$ cat config.mk
export PLATFORM = sky130hd
export DESIGN_NAME = ram_scan_ctrl
export DESIGN_NICKNAME = d
export VERILOG_FILES = /design/src/rtl/ram_scan_ctrl.sv
export SDC_FILE = /design/constraint.sdc
export NUM_CORES = 1
export LEC_CHECK = 0
export ABC_CLOCK_PERIOD_IN_PS = 2800
export BUFFER_PORTS_ARGS = -buffer_cell sky130_fd_sc_hd__buf_2
export CAP_MARGIN = 20
export CORE_MARGIN = 3
export CORE_UTILIZATION = 25
export DETAILED_ROUTE_END_ITERATION = 6
export PLACE_DENSITY = 0.51
export SLEW_MARGIN = 20
export SYNTH_ARGS = -nofsm -noshare
export SYNTH_HDL_FRONTEND = slang
export SYNTH_SLANG_ARGS = --single-unit
$ cat constraint.sdc
create_clock -name i_clock -period 2.8 [get_ports i_clock]
set_input_delay 0.14 -clock i_clock [delete_from_list [all_inputs] [get_ports i_clock]]
set_output_delay 0.14 -clock i_clock [all_outputs]
set_load 0.02 [all_outputs]
$ cat src/rtl/ram_scan_ctrl.sv
// ram_scan_ctrl: sequences a 32x4 synchronous RAM for a fill (write every word with
//   fill_data + address) or a scan (read every word and present it for HOLD cycles).
// Latency: all outputs registered; a scanned word costs 2+HOLD cycles (request, wait, hold).
// Backpressure: none; i_stop aborts any busy state at the next edge, and i_start is ignored while busy.
//
// Ports:
//   i_clock, i_resetn  - single clock, synchronous active-low reset
//   i_start, i_mode    - start request (sampled in IDLE); mode 0 = scan, 1 = fill
//   i_stop             - abort the current operation (wins over i_start)
//   i_fill_data        - base value for a fill
//   i_ram_q            - RAM read data, valid one cycle after the address edge
//   o_ram_address, o_ram_data, o_ram_wren - RAM control
//   o_disp_addr, o_disp_data, o_disp_valid - displayed word and its address
//   o_busy, o_done     - activity flag and one-cycle completion pulse

module ram_scan_ctrl #(
  parameter int HOLD = 4  // cycles each read word is presented, 1..255
) (
  input  logic       i_clock,
  input  logic       i_resetn,
  input  logic       i_start,
  input  logic       i_mode,
  input  logic       i_stop,
  input  logic [3:0] i_fill_data,
  input  logic [3:0] i_ram_q,
  output logic [4:0] o_ram_address,
  output logic [3:0] o_ram_data,
  output logic       o_ram_wren,
  output logic [4:0] o_disp_addr,
  output logic [3:0] o_disp_data,
  output logic       o_disp_valid,
  output logic       o_busy,
  output logic       o_done
);

  typedef enum logic [2:0] {
    S_IDLE    = 3'd0,
    S_FILL    = 3'd1,
    S_RD_REQ  = 3'd2,
    S_RD_WAIT = 3'd3,
    S_HOLD    = 3'd4,
    S_DONE    = 3'd5
  } state_t;

  localparam logic [4:0] LAST_ADDR = 5'd31;
  // Counter is loaded with HOLD-1 and the hold state exits when it reads zero,
  // so the hold state occupies exactly HOLD cycles.
  localparam logic [7:0] HOLD_LOAD = 8'(HOLD - 1);

  // State and datapath registers
  state_t     r_state;
  logic [4:0] r_addr;
  logic [7:0] r_hold_cnt;

  // Registered outputs
  logic [4:0] r_ram_address;
  logic [3:0] r_ram_data;
  logic       r_ram_wren;
  logic [4:0] r_disp_addr;
  logic [3:0] r_disp_data;
  logic       r_disp_valid;
  logic       r_busy;
  logic       r_done;

  // Next-state values
  state_t     w_state_nxt;
  logic [4:0] w_addr_nxt;
  logic [7:0] w_hold_cnt_nxt;
  logic [4:0] w_ram_address_nxt;
  logic [3:0] w_ram_data_nxt;
  logic       w_ram_wren_nxt;
  logic [4:0] w_disp_addr_nxt;
  logic [3:0] w_disp_data_nxt;
  logic       w_disp_valid_nxt;
  logic       w_busy_nxt;
  logic       w_done_nxt;
  logic       w_last;

  assign w_last = (r_addr == LAST_ADDR);

  // Next-state and next-output logic. Outputs are derived from the state being
  // entered, so once registered they line up with the state they belong to.
  always_comb begin
    w_state_nxt     = r_state;
    w_addr_nxt      = r_addr;
    w_hold_cnt_nxt  = r_hold_cnt;
    w_disp_addr_nxt = r_disp_addr;
    w_disp_data_nxt = r_disp_data;

    case (r_state)
      S_IDLE: begin
        if (i_start && !i_stop) begin
          w_addr_nxt  = '0;
          w_state_nxt = i_mode ? S_FILL : S_RD_REQ;
        end
      end

      S_FILL: begin
        if (w_last) begin
          w_addr_nxt  = '0;
          w_state_nxt = S_DONE;
        end else begin
          w_addr_nxt  = r_addr + 5'd1;
        end
      end

      S_RD_REQ: begin
        w_state_nxt = S_RD_WAIT;
      end

      S_RD_WAIT: begin
        // RAM data for r_addr is on i_ram_q during this cycle.
        w_disp_data_nxt = i_ram_q;
        w_disp_addr_nxt = r_addr;
        w_hold_cnt_nxt  = HOLD_LOAD;
        w_state_nxt     = S_HOLD;
      end

      S_HOLD: begin
        if (r_hold_cnt == 8'd0) begin
          if (w_last) begin
            w_addr_nxt  = '0;
            w_state_nxt = S_DONE;
          end else begin
            w_addr_nxt  = r_addr + 5'd1;
            w_state_nxt = S_RD_REQ;
          end
        end else begin
          w_hold_cnt_nxt = r_hold_cnt - 8'd1;
        end
      end

      S_DONE: begin
        w_state_nxt = S_IDLE;
      end

      default: begin
        w_addr_nxt  = '0;
        w_state_nxt = S_IDLE;
      end
    endcase

    // Abort: return to IDLE without touching the display registers, so the
    // last shown word stays visible after a stop.
    if (i_stop && (r_state != S_IDLE)) begin
      w_state_nxt     = S_IDLE;
      w_addr_nxt      = r_addr;
      w_hold_cnt_nxt  = 8'd0;
      w_disp_addr_nxt = r_disp_addr;
      w_disp_data_nxt = r_disp_data;
    end

    // Output decode from the state being entered.
    w_ram_address_nxt = r_ram_address;
    w_ram_data_nxt    = r_ram_data;
    w_ram_wren_nxt    = (w_state_nxt == S_FILL);
    if (w_state_nxt == S_FILL) begin
      w_ram_address_nxt = w_addr_nxt;
      w_ram_data_nxt    = i_fill_data + w_addr_nxt[3:0];
    end else if (w_state_nxt == S_RD_REQ) begin
      w_ram_address_nxt = w_addr_nxt;
    end

    // A word is "fresh" exactly while the hold state is active.
    w_disp_valid_nxt = (w_state_nxt == S_HOLD);
    w_busy_nxt       = (w_state_nxt != S_IDLE);
    w_done_nxt       = (w_state_nxt == S_DONE);
  end

  // State and output registers
  always_ff @(posedge i_clock) begin
    if (!i_resetn) begin
      r_state       <= S_IDLE;
      r_addr        <= '0;
      r_hold_cnt    <= '0;
      r_ram_address <= '0;
      r_ram_data    <= '0;
      r_ram_wren    <= 1'b0;
      r_disp_addr   <= '0;
      r_disp_data   <= '0;
      r_disp_valid  <= 1'b0;
      r_busy        <= 1'b0;
      r_done        <= 1'b0;
    end else begin
      r_state       <= w_state_nxt;
      r_addr        <= w_addr_nxt;
      r_hold_cnt    <= w_hold_cnt_nxt;
      r_ram_address <= w_ram_address_nxt;
      r_ram_data    <= w_ram_data_nxt;
      r_ram_wren    <= w_ram_wren_nxt;
      r_disp_addr   <= w_disp_addr_nxt;
      r_disp_data   <= w_disp_data_nxt;
      r_disp_valid  <= w_disp_valid_nxt;
      r_busy        <= w_busy_nxt;
      r_done        <= w_done_nxt;
    end
  end

  assign o_ram_address = r_ram_address;
  assign o_ram_data    = r_ram_data;
  assign o_ram_wren    = r_ram_wren;
  assign o_disp_addr   = r_disp_addr;
  assign o_disp_data   = r_disp_data;
  assign o_disp_valid  = r_disp_valid;
  assign o_busy        = r_busy;
  assign o_done        = r_done;

endmodule

# Yosys cells after proc, flatten, opt, wreduce, memory -nomap -nowiden
# Index checks and enable logic that the tools add are counted.
# totals
ff_bits,38
word_cells,56
output_inout_bits,22
inputBits,13
# op_classes
reduce_logical,13
n_addsub,3
eq_ne,11
n_bitwise,2
muxes,16
# op_table
cell,n
$mux 5,6
$pmux 5 s4,1
$pmux 8 s2,1
$mux 3,5
$pmux 3 s5,1
$eq 3x3->1 const B,4
$eq 3x2->1 const B,3
$logic_not 8->1,1
$mux 8,1
$sub 8x1->8 const B,1
$eq 3x1->1 const B,2
$reduce_bool 3->1,2
$add 5x1->5 const B,1
$eq 5x5->1 const B,1
$add 4x4->4,1
$reduce_and 2->1,2
$reduce_bool 2->1,2
$logic_not 3->1,1
$reduce_or 3->1,1
$logic_and 1x1->1,2
$mux 2,1
$ne 2x2->1 const B,1
$not 1->1,2
$reduce_or 2->1,1
$logic_not 1->1,1

# Depth between registers and ports, before layout
# depth
depth_word,8
ltp_mapped,14
ltp_nobuf,13

# Least setup slack after synthesis
# OpenSTA, ideal clock, no wires.
# synth_path
path_kind,register to register
startpoint,reg r_addr[0]
endpoint,"reg r_ram_data[3], in the netlist o_ram_data[3]"
n_path_buf,1
arrival_ns,2.607
setup_time_ns,0.131
synth_period_minus_slack_ns,2.738
slack_ns,0.062
required_time_ns,2.669
stages_incl_launch_ff,14
path_cell_list,dfxtp_1 -> ha_1 -> and3_1 -> ha_1 -> nor4_2 -> buf_2 -> a21oi_1 -> mux2i_1 -> ha_1 -> a21oi_1 -> xnor2_1 -> a221o_1 -> o2111ai_1 -> o21ai_0
# synth_via
elab_chain_len,6
elab_cells_between_ends,14
classes_between,2 x add/sub; 2 x eq/ne; 10 x mux
# synth_rtl
item,line_no,rtl
from (decl),52,logic [4:0] r_addr;
from (signal assigned),186,r_addr <= w_addr_nxt;
$add 5x1->5 / $eq 5x5->1 (equally long branches),"103, 125, 79",
$mux 5 *,"99, 121",
$mux 5,120,if (r_hold_cnt == 8'd0) begin
$pmux 5 s4 *,90,case (r_state)
$mux 5 *,145,if (i_stop && (r_state != S_IDLE)) begin
named net w_addr_nxt[2],67,logic [4:0] w_addr_nxt;
$add 4x4->4 *,159,w_ram_data_nxt = i_fill_data + w_addr_nxt[3:0];
to (signal assigned),189,r_ram_data <= w_ram_data_nxt;
to (decl),57,logic [3:0] r_ram_data;
# The timed path passes the listed nets; every way through them passes the cells marked *.
# A chain may end at the register's enable or synchronous reset.

# Worst setup path after layout
# layout_path
startpoint,reg r_hold_cnt[0]
endpoint,"reg r_ram_data[3], in the netlist o_ram_data[3]"
# layout_via
elab_chain_len,5
elab_cells_between_ends,9
classes_between,1 x add/sub; 1 x eq/ne; 6 x mux; 1 x reduce/logical
# layout_rtl
item,line_no,rtl
from (decl),53,logic [7:0] r_hold_cnt;
from (signal assigned),187,r_hold_cnt <= w_hold_cnt_nxt;
$logic_not 8->1,120,
$mux 5,120,
$pmux 5 s4,90,
$mux 5,145,
named net w_addr_nxt[1],67,
$add 4x4->4,159,
# The timed path passes the listed nets, and every way through them passes these cells.

==> impl_metrics.env <==
export IMPL_globalplace_congestion=0.801
export IMPL_max_stage_delay_ns=0.33
export IMPL_cts_buffer_depth=2
export IMPL_htree_levels=2
export IMPL_hold_class="in2reg"
export IMPL_finalSetupViolCount=0
export IMPL_post_route_period_util_pct=97.8
export IMPL_relSlewSlack_pct=56.3
export IMPL_synth_seq_area_share_pct=39.5
export IMPL_finalSetupTns_ns=0
export IMPL_hold_buffers=0
export IMPL_yosysTopAreaCell="dfxtp_1"
export IMPL_layout_nets=291
export IMPL_row_count=31
export IMPL_drtAntennaViolNets=0
export IMPL_antenna_cells=0
export IMPL_clk_pin_slew_ns=0.07
export IMPL_die_y_um=93.7
export IMPL_area_growth_pct=28.1
export IMPL_tightest_slew_ns=0.654
export IMPL_fin_worst_skew_ns=0.00625
export IMPL_syn_inst=218
export IMPL_p_total_mw=1.15
export IMPL_crit_chain="inv_2 > ha_1 > nor3b_4 > nand3_2 > a31o_4 > a22o_1 > ha_1 > a21o_1 > a21oi_2 > xnor2_2 > a221o_1 > o2111ai_1 > o21ai_1"
export IMPL_crit_buf_inv=1
export IMPL_wl_um=4450
export IMPL_drtIter0Drc=43
export IMPL_die_w_um=93.7
export IMPL_drv_slew=0
export IMPL_portBuffers=34
export IMPL_synth_most_common_cell="dfxtp_1"
export IMPL_synth_edf_count=0
export IMPL_arrival_ns=2.91
export IMPL_grtUsageTotal_pct=10.7
export IMPL_wl_per_cell_um=12.0
export IMPL_core_mm2=0.00737
export IMPL_drv_cap=0
export IMPL_vias_per_cell=4.41
export IMPL_hpwl_um=3280
export IMPL_synthTopCellsByArea="dfxtp_1, nand2_1, ha_1"
export IMPL_start_util_pct=26.1
export IMPL_post_dp_cell_area_mm2=0.00229
export IMPL_drive_above_1_share_pct=31.4
export IMPL_cpLargestDelayFamily="compound AO/OA/AOI/OAI gates"
export IMPL_finalInstanceArea_mm2=0.00246
export IMPL_grt_pass1_wl_um=7580
export IMPL_worstSkewPairLatency_ns=0.29
export IMPL_leakagePower_nw=1.06
export IMPL_synth_ff_type="dfxtp_1"
export IMPL_synth_top_area_share_pct=39.5
export IMPL_start_kind="register"
export IMPL_endpoint_kind="register"
export IMPL_antenna_found_initial=0
export IMPL_period_needed_ns=2.74
export IMPL_grt_max_degree=32
export IMPL_cts_tree="done"
export IMPL_ys_types=53
export IMPL_avgSynthCellArea_um2=8.83
export IMPL_yosys_register_bits=38
export IMPL_synth_yosys_warnings=0
export IMPL_cts_sinks=38
export IMPL_timing_fmax_mhz=365
export IMPL_critPathMaxFanout=7
export IMPL_grt_overflow_total=0
export IMPL_dr_pass1_iters=4
export IMPL_crit_type="reg2reg"
export IMPL_grt_pass1_vias=1593
export IMPL_power_density_mw_per_mm2=465
export IMPL_grt_setup_unrepaired="true"
export IMPL_synth_commonest_cells="dfxtp_1, nand2_1, nor2_1, inv_1, a21boi_0"
export IMPL_synthArstFlopShare_pct=0
export IMPL_dr_total_vias=1633
export IMPL_numCtsBuffers=5
export IMPL_critPathRequiredTime_ns=2.97
export IMPL_hold_viol=0
export IMPL_critPathMostFrequentCell="ha_1"
export IMPL_fp_dieArea_mm2=0.00879
export IMPL_drc=0
export IMPL_cts_root_buf="clkbuf_8"
export IMPL_cp_slowest_cell="dfxtp_2"
export IMPL_syn_nets=239
export IMPL_netlist_area_mm2=0.00192
export IMPL_fin_util_pct=33.4
export IMPL_status="complete, no violations"
export IMPL_ir_worst_vdd_uv=203
export IMPL_io_pins=35
## layout by cell type, fill, tap and decap left out, types with 2 or more instances in the layout
| master | count |
|---|---|
| dfxtp_1 | 36 |
| buf_2 | 34 |
| nand2_1 | 32 |
| buf_4 | 20 |
| nor2_1 | 17 |
| a21boi_0 | 9 |
| nor2b_1 | 8 |
| inv_1 | 8 |
| o21ai_0 | 7 |
| ha_1 | 6 |
| clkbuf_8 | 6 |
| a21oi_1 | 5 |
| xor2_1 | 5 |
| nor3_1 | 4 |
| mux2i_1 | 4 |
| and2_1 | 4 |
| nand3_1 | 4 |
| xnor2_1 | 4 |
| a21o_1 | 3 |
| and2_2 | 3 |
| inv_2 | 2 |
| a22oi_1 | 2 |
| nand4_1 | 2 |
| a31oi_1 | 2 |
| nand3b_1 | 2 |
| o211ai_1 | 2 |
| o21ai_1 | 2 |
| a211oi_1 | 2 |
| dfxtp_2 | 2 |
## per-layer routing
| layer | GRT usage, % | share of wire [%] | vias up |
|---|---|---|---|
| met1 | 15.4 | 54 | 740 |
| met4 | 2.17 | 0 | 0 |
| met3 | 2.72 | 4.4 | 0 |
| met2 | 16.1 | 42 | 32 |
| met5 | 0 | 0 | - |
| li1 | - | - | 861 |
## tightest hold or removal path, stage by stage
cell      delay, ns
buf_2          0.10
nand2_1        0.04
a21boi_0       0.06
## through the flow
stage               hold slack (ns)  setup slack (ns)  cells
floorplan                     0.285            0.0624    218
global placement              0.393            0.0619    357
detailed placement            0.400            0.0141    357
CTS                          0.0894            0.0168    365
global route                  0.111           -0.0843    370
finish                       0.0936            0.0629    370
## registers in the layout (all words and copies together), names as in the netlist
| signal | cells |
|---|---|
| o_disp_valid | 1 |
| o_ram_data | 4 |
| o_busy | 1 |
| o_disp_addr | 5 |
| r_hold_cnt | 8 |
| o_done | 1 |
| r_state | 3 |
| o_disp_data | 4 |
| r_addr | 5 |
| o_ram_wren | 1 |
| o_ram_address | 5 |
## final cells by class
| cell class | instances | area, um2 |
|---|---|---|
| inverter | 10 | 37.5 |
| clock inverter | 1 | 5.00 |
| fill | 802 | 4900 |
| multi-input combinational | 161 | 1130 |
| tap | 99 | 124 |
| clock buffer | 7 | 86.3 |
| sequential | 38 | 763 |
| timing repair buffer | 54 | 320 |
## where the power goes
part           internal (mW)  leakage [nW]  switching (mW)  total (mW)
registers              0.557         0.308          0.0111       0.568
clock network          0.199        0.0482           0.189       0.387
logic                 0.0828         0.700           0.109       0.191
## path summary, 6_finish.rpt
check                         to  slack (ns)  cells past startpoint     startpoint
hold / removal    o_disp_data[0]        0.09                      3     i_ram_q[0]
setup reg to reg   o_ram_data[3]        0.06                     13  r_hold_cnt[0]
setup / recovery   o_ram_data[3]        0.06                     13  r_hold_cnt[0]
hold reg to reg    r_hold_cnt[0]        0.45                      1  r_hold_cnt[0]
## kinds of logic (layout without fill, tap and decap cells)
group           after synthesis  count (layout)  share of synthesized area, %
xor+xnor                     10              10                          4.55
compound gates               48              48                          18.3
mux                           6               6                          3.45
fa+ha+maj                     8               8                          5.59
simple gates                 89              89                          24.6
buf+inv                      19              72                          3.90
flops                        38              38                          39.5
## repair_timing
| item | CTS | global route |
|---|---|---|
| gates resized for setup | 4 | 8 |
| cloned | 0 | 0 |
| setup buffers | 0 | 5 |
| pin swaps | 0 | 7 |
| endpoints found under the setup margin | 1 | 1 |
Note: power is estimated with default switching activity, not from simulation.
